--- src/rtl/adc_fe_pkg.sv ---
// Shared types and defaults for the ADC LVDS front-end (DCO clock domain).
package adc_fe_pkg;

    typedef enum logic [1:0] {
        SEARCH = 2'd0,
        CHECK  = 2'd1,
        LOCKED = 2'd2
    } align_state_t;

    localparam int                         DEF_WORD_BITS   = 16;
    localparam logic [DEF_WORD_BITS-1:0]   DEF_FCO_PATTERN = 16'hFF00;

    // Rotate the low 'bits' bits of w left by n positions.
    function automatic logic [31:0] rotl_word(input logic [31:0] w, input int n, input int bits);
        logic [31:0] mask;
        logic [31:0] r;
        mask = (bits >= 32) ? 32'hFFFF_FFFF : ((32'd1 << bits) - 32'd1);
        r    = w & mask;
        for (int i = 0; i < n; i++) begin
            r = ((r << 1) | (r >> (bits - 1))) & mask;
        end
        return r;
    endfunction

endpackage

--- src/rtl/sipo_lane.sv ---
// One serial lane: shifts a bit in on every dco_clk edge (new bit at the LSB)
// and captures the completed word when capture is high.
module sipo_lane
    import adc_fe_pkg::*;
#(
    parameter int WORD_BITS = DEF_WORD_BITS
) (
    input  logic                 dco_clk,
    input  logic                 rst,
    input  logic                 sdin,
    input  logic                 capture,
    output logic [WORD_BITS-1:0] word_next,
    output logic [WORD_BITS-1:0] word_cap
);

    // The oldest bit is only consumed at capture time, so history holds WORD_BITS-1 bits.
    logic [WORD_BITS-2:0] hist;

    assign word_next = {hist, sdin};

    always_ff @(posedge dco_clk or posedge rst) begin
        if (rst) begin
            hist     <= '0;
            word_cap <= '0;
        end else begin
            hist <= word_next[WORD_BITS-2:0];
            if (capture) begin
                word_cap <= word_next;
            end
        end
    end

endmodule

--- src/rtl/adc_word_deser.sv ---
// Serial-to-parallel ADC front-end: bit-slips until the FCO word matches
// FCO_PATTERN, then emits one parallel word per frame with an FCO marker.
module adc_word_deser
    import adc_fe_pkg::*;
#(
    parameter int                   WORD_BITS   = DEF_WORD_BITS,
    parameter int                   LANES       = 2,
    parameter logic [WORD_BITS-1:0] FCO_PATTERN = DEF_FCO_PATTERN,
    parameter int                   LOCK_COUNT  = 4,
    parameter int                   MISS_LIMIT  = 4
) (
    input  logic                       dco_clk,
    input  logic                       rst,
    input  logic                       fco_ser,
    input  logic [LANES-1:0]           din,
    output logic [LANES*WORD_BITS-1:0] word_data,
    output logic                       word_valid,
    output logic                       fco_out,
    output logic                       locked,
    output logic [7:0]                 slip_cnt,
    output align_state_t               dbg_state,
    output logic [WORD_BITS-1:0]       fco_word
);

    localparam int BCNT_W = $clog2(WORD_BITS);
    localparam int MCNT_W = $clog2(LOCK_COUNT + 1);
    localparam int XCNT_W = $clog2(MISS_LIMIT + 1);

    align_state_t                state, state_d;
    logic [BCNT_W-1:0]           bcnt;
    logic                        slip_pend;
    logic [MCNT_W-1:0]           match_cnt, match_d;
    logic [XCNT_W-1:0]           miss_cnt, miss_d;
    logic                        last_bit;
    logic                        match;
    logic                        slip_req;
    logic                        emit;
    logic [WORD_BITS-1:0]        fco_next;
    logic [LANES*WORD_BITS-1:0]  data_next_unused;

    // Word completes on this edge; every decision below is taken on that edge
    // so outputs show up one cycle after the last bit is sampled.
    assign last_bit  = !slip_pend && (bcnt == BCNT_W'(WORD_BITS - 1));
    assign match     = (fco_next == FCO_PATTERN);
    assign locked    = (state == LOCKED);
    assign dbg_state = state;

    sipo_lane #(.WORD_BITS(WORD_BITS)) u_fco_lane (
        .dco_clk   (dco_clk),
        .rst       (rst),
        .sdin      (fco_ser),
        .capture   (last_bit),
        .word_next (fco_next),
        .word_cap  (fco_word)
    );

    for (genvar i = 0; i < LANES; i++) begin : g_lane
        sipo_lane #(.WORD_BITS(WORD_BITS)) u_data_lane (
            .dco_clk   (dco_clk),
            .rst       (rst),
            .sdin      (din[i]),
            .capture   (last_bit),
            .word_next (data_next_unused[i*WORD_BITS +: WORD_BITS]),
            .word_cap  (word_data[i*WORD_BITS +: WORD_BITS])
        );
    end

    always_comb begin
        state_d  = state;
        match_d  = match_cnt;
        miss_d   = miss_cnt;
        slip_req = 1'b0;
        emit     = 1'b0;
        if (last_bit) begin
            unique case (state)
                SEARCH: begin
                    if (!match) begin
                        slip_req = 1'b1;
                    end else if (LOCK_COUNT == 1) begin
                        state_d = LOCKED;
                        emit    = 1'b1;
                        match_d = '0;
                    end else begin
                        state_d = CHECK;
                        match_d = MCNT_W'(1);
                    end
                end
                CHECK: begin
                    if (!match) begin
                        state_d  = SEARCH;
                        slip_req = 1'b1;
                        match_d  = '0;
                    end else if (match_cnt == MCNT_W'(LOCK_COUNT - 1)) begin
                        // The word completing lock is emitted as well.
                        state_d = LOCKED;
                        emit    = 1'b1;
                        match_d = '0;
                    end else begin
                        match_d = match_cnt + MCNT_W'(1);
                    end
                end
                LOCKED: begin
                    emit = 1'b1;
                    if (match) begin
                        miss_d = '0;
                    end else if (miss_cnt == XCNT_W'(MISS_LIMIT - 1)) begin
                        state_d  = SEARCH;
                        slip_req = 1'b1;
                        miss_d   = '0;
                    end else begin
                        miss_d = miss_cnt + XCNT_W'(1);
                    end
                end
                default: state_d = SEARCH;
            endcase
        end
    end

    always_ff @(posedge dco_clk or posedge rst) begin
        if (rst) begin
            state      <= SEARCH;
            bcnt       <= '0;
            slip_pend  <= 1'b0;
            match_cnt  <= '0;
            miss_cnt   <= '0;
            word_valid <= 1'b0;
            fco_out    <= 1'b0;
            slip_cnt   <= '0;
        end else begin
            state      <= state_d;
            match_cnt  <= match_d;
            miss_cnt   <= miss_d;
            word_valid <= emit;
            fco_out    <= emit && match;
            if (slip_req && (slip_cnt != 8'hFF)) begin
                slip_cnt <= slip_cnt + 8'd1;
            end
            // A slip freezes bcnt at 0 for one extra cycle, pushing the next boundary one bit later.
            if (slip_pend) begin
                slip_pend <= 1'b0;
            end else if (last_bit) begin
                bcnt      <= '0;
                slip_pend <= slip_req;
            end else begin
                bcnt <= bcnt + BCNT_W'(1);
            end
        end
    end

endmodule
--- config.mk ---
export PLATFORM = sky130hd
export DESIGN_NAME = adc_word_deser
export DESIGN_NICKNAME = d
export VERILOG_FILES = /design/src/rtl/adc_fe_pkg.sv /design/src/rtl/sipo_lane.sv /design/src/rtl/adc_word_deser.sv
export SDC_FILE = /design/constraint.sdc
export NUM_CORES = 1
export LEC_CHECK = 0
export ABC_AREA = 1
export CORE_UTILIZATION = 40
export DETAILED_ROUTE_END_ITERATION = 8
export GPL_ROUTABILITY_DRIVEN = 0
export PLACE_DENSITY_LB_ADDON = 0.08
export SLEW_MARGIN = 20
export SYNTH_ARGS = -nofsm -noshare
export SYNTH_HDL_FRONTEND = slang
export SYNTH_HIERARCHICAL = 1
export SYNTH_SLANG_ARGS = --single-unit
--- constraint.sdc ---
create_clock -name dco_clk -period 2.8 [get_ports dco_clk]
set_clock_uncertainty 0.1 [all_clocks]
set_input_delay 0.28 -clock dco_clk [delete_from_list [all_inputs] [get_ports dco_clk]]
set_output_delay 0.28 -clock dco_clk [all_outputs]
set_load 0.05 [all_outputs]
==> results.cfg <==
[power]
vdd_drop_max_mv = 0.823
combPwrFrac_pct = 41.0
p_seq_share_pct = 33.2
power_mw = 7.32
p_per_area_nw_per_um2 = 1270
p_sw_mw = 3.01
power.share.clock_pct = 25.8
switching_share_pct = 41.1
power_leakage_nw = 2.79
intPower_mw = 4.32

[timing]
period_share_pct = 88.8
max_freq_mhz = 402
setup_viol = 0
finalHoldViolations = 0
drv_slew = 0
maxSlewHeadroom_pct = 61.9
rsz0062_at_grt = no
tns_ns = 0
tightestPinTransition_ns = 0.570
timing.hold.ws_ns = 0.146
worst_slack_ns = 0.313
period_needed_ns = 2.49

[clock_tree]
clkTransAtPathRegs_ns = 0.05
cts_tree = done
ctsHoldBuffers = 0
clockBufferDepth = 2
cts_buffers = 17
clkSinkCount = 116
root_buffer = clkbuf_8
clkLatencyLatePin_ns = 0.51
postCtsSetupRepairBufs = 0
h-tree-depth = 4
ctsResizeCount = 0

[layout]
fillers = 1019
final_nets = 520
area_growth_pct = 27.9
final_area_um2 = 5750
drive_above_1_share_pct = 13.8
diodes = 0

[grt]
grt_first_pass_wirelength_mm = 13.5
gr-total-overflow = 0
antenna_found_initial = 0
first_global_vias = 2889
grt_max_degree = 32
grt_usage_pct = 15.3

[hold_path]
hold_path_class = in2async

[job]
drv_cap = 0

[setup_path]
worstSetupPathType = reg2out
crit_path_end_kind = output pin
cpLargestDelayFamily = buffers and inverters
cp.required_ns = 2.42
cp.arrival_ns = 2.11
path_cells = inv_1, ha_1, clkdlybuf4s50_1
crit_buf_inv = 2
critPathLaunchType = flop
reg2reg_depth = 7
slowest_stage = clkdlybuf4s50_1
crit_fanout = 5
path_depth = 3
cpPeakStageDelay_ns = 0.82

[route]
drt_wl_total_mm = 7.69
remaining_drc_errors = 0
wl_per_cell_um = 11.7
dr.pass1.iters = 4
via_per_inst = 4.43
vias = 2903
drt-initial-drc-count = 87
postRouteAntennaNets = 0

[place]
dpl_cell_area_um2 = 5230
portBuffers = 65
place_hpwl_mm = 5.18
dp_slack_ns = 0.838

[die]
die-height_um = 108
die_w_um = 108
die_area_um2 = 11700
io-pin-count = 66
initial_core_util_pct = 41.3
rows = 38
core_um2 = 10900

[yosys]
syn_avg_cell_area_um2 = 10.6
syn-cell-area_um2 = 4500
syn_inst = 426
ys_warn_count = 6
syn_nets = 440

[status]
status = completed
[stage by stage]
stage / utilization (%) / cells
after floorplan: - / 426
after global placement: 48.1 / 627
after detailed placement: 48.1 / 627
after CTS: 52.8 / 655
after global routing: 52.8 / 655
final: 52.8 / 655
[placed cells by master (no fill, tap or decap), types with 2 or more instances in the layout]
master and count:
a21oi_1 4, buf_4 6, clkbuf_1 3, clkbuf_16 16, clkbuf_8 4, clkdlybuf4s50_1 65
clkinv_2 3, dfrtp_1 116, ha_1 9, inv_1 25, inv_2 4, inv_6 3
nand2_1 175, nand2_2 18, nand3_1 7, nand3_2 2, nand4_1 6, nor2_1 14
nor2_4 4, o21ai_0 3, o21ai_1 8, xnor2_1 5, xor2_1 2
[cell type report]
type	count	area (µm²)	share of cell area [%]
clock inverter	5	53.8	0.935
timing repair buffer	71	696	12.1
sequential	116	2900	50.5
inverter	33	141	2.46
tap	140	175	3.04
clock buffer	23	467	8.11
multi-input combinational	267	1320	22.9
[routing by layer]
layer	part of all wire, %	vias to the layer above	global-route usage (%)
li1	-	1481	-
met1	49	1353	19.5
met2	46	58	23.1
met3	4.3	11	5.73
met4	1.2	0	6.46
met5	0	-	0
[path summary, 6_finish.rpt]
kind	start	end	slack, ns
setup reg to reg	bcnt[0]	g_lane[1].u_data_lane/word_cap[8]	0.92
max in group asynchronous	rst	g_lane[0].u_data_lane/hist[8]	2.15
min in group dco_clk	din[1]	g_lane[1].u_data_lane/hist[0]	0.15
setup / recovery	dbg_state[0]	locked	0.31
hold / removal	rst	dbg_state[0]	0.15
hold reg to reg	g_lane[1].u_data_lane/hist[2]	g_lane[1].u_data_lane/hist[3]	0.27
[worst min-delay path: stages]
cell and delay, ns:
clkdlybuf4s50_1 0.48, inv_1 0.08, buf_4 0.30
[power groups by stage]
| stage | clock network, mW | logic [mW] | registers [mW] |
|---|---|---|---|
| floorplan | 0 | 0.815 | 3.78 |
| CTS | 1.94 | 3.05 | 2.44 |
| global placement | 0 | 3.00 | 2.46 |
| global route | 2.03 | 3.22 | 2.50 |
| finish | 1.89 | 3.00 | 2.43 |
| detailed placement | 0 | 3.04 | 2.46 |
[state kept, by name, indices dropped and copies added, names as in the netlist, 2 cells and up]
register                     count
bcnt                             4
dbg_state                        2
g_lane.u_data_lane/hist         30
g_lane.u_data_lane/word_cap     32
match_cnt                        3
miss_cnt                         3
slip_cnt                         8
u_fco_lane/hist                 15
u_fco_lane/word_cap             16
Note: power is estimated with default switching activity, not from simulation.
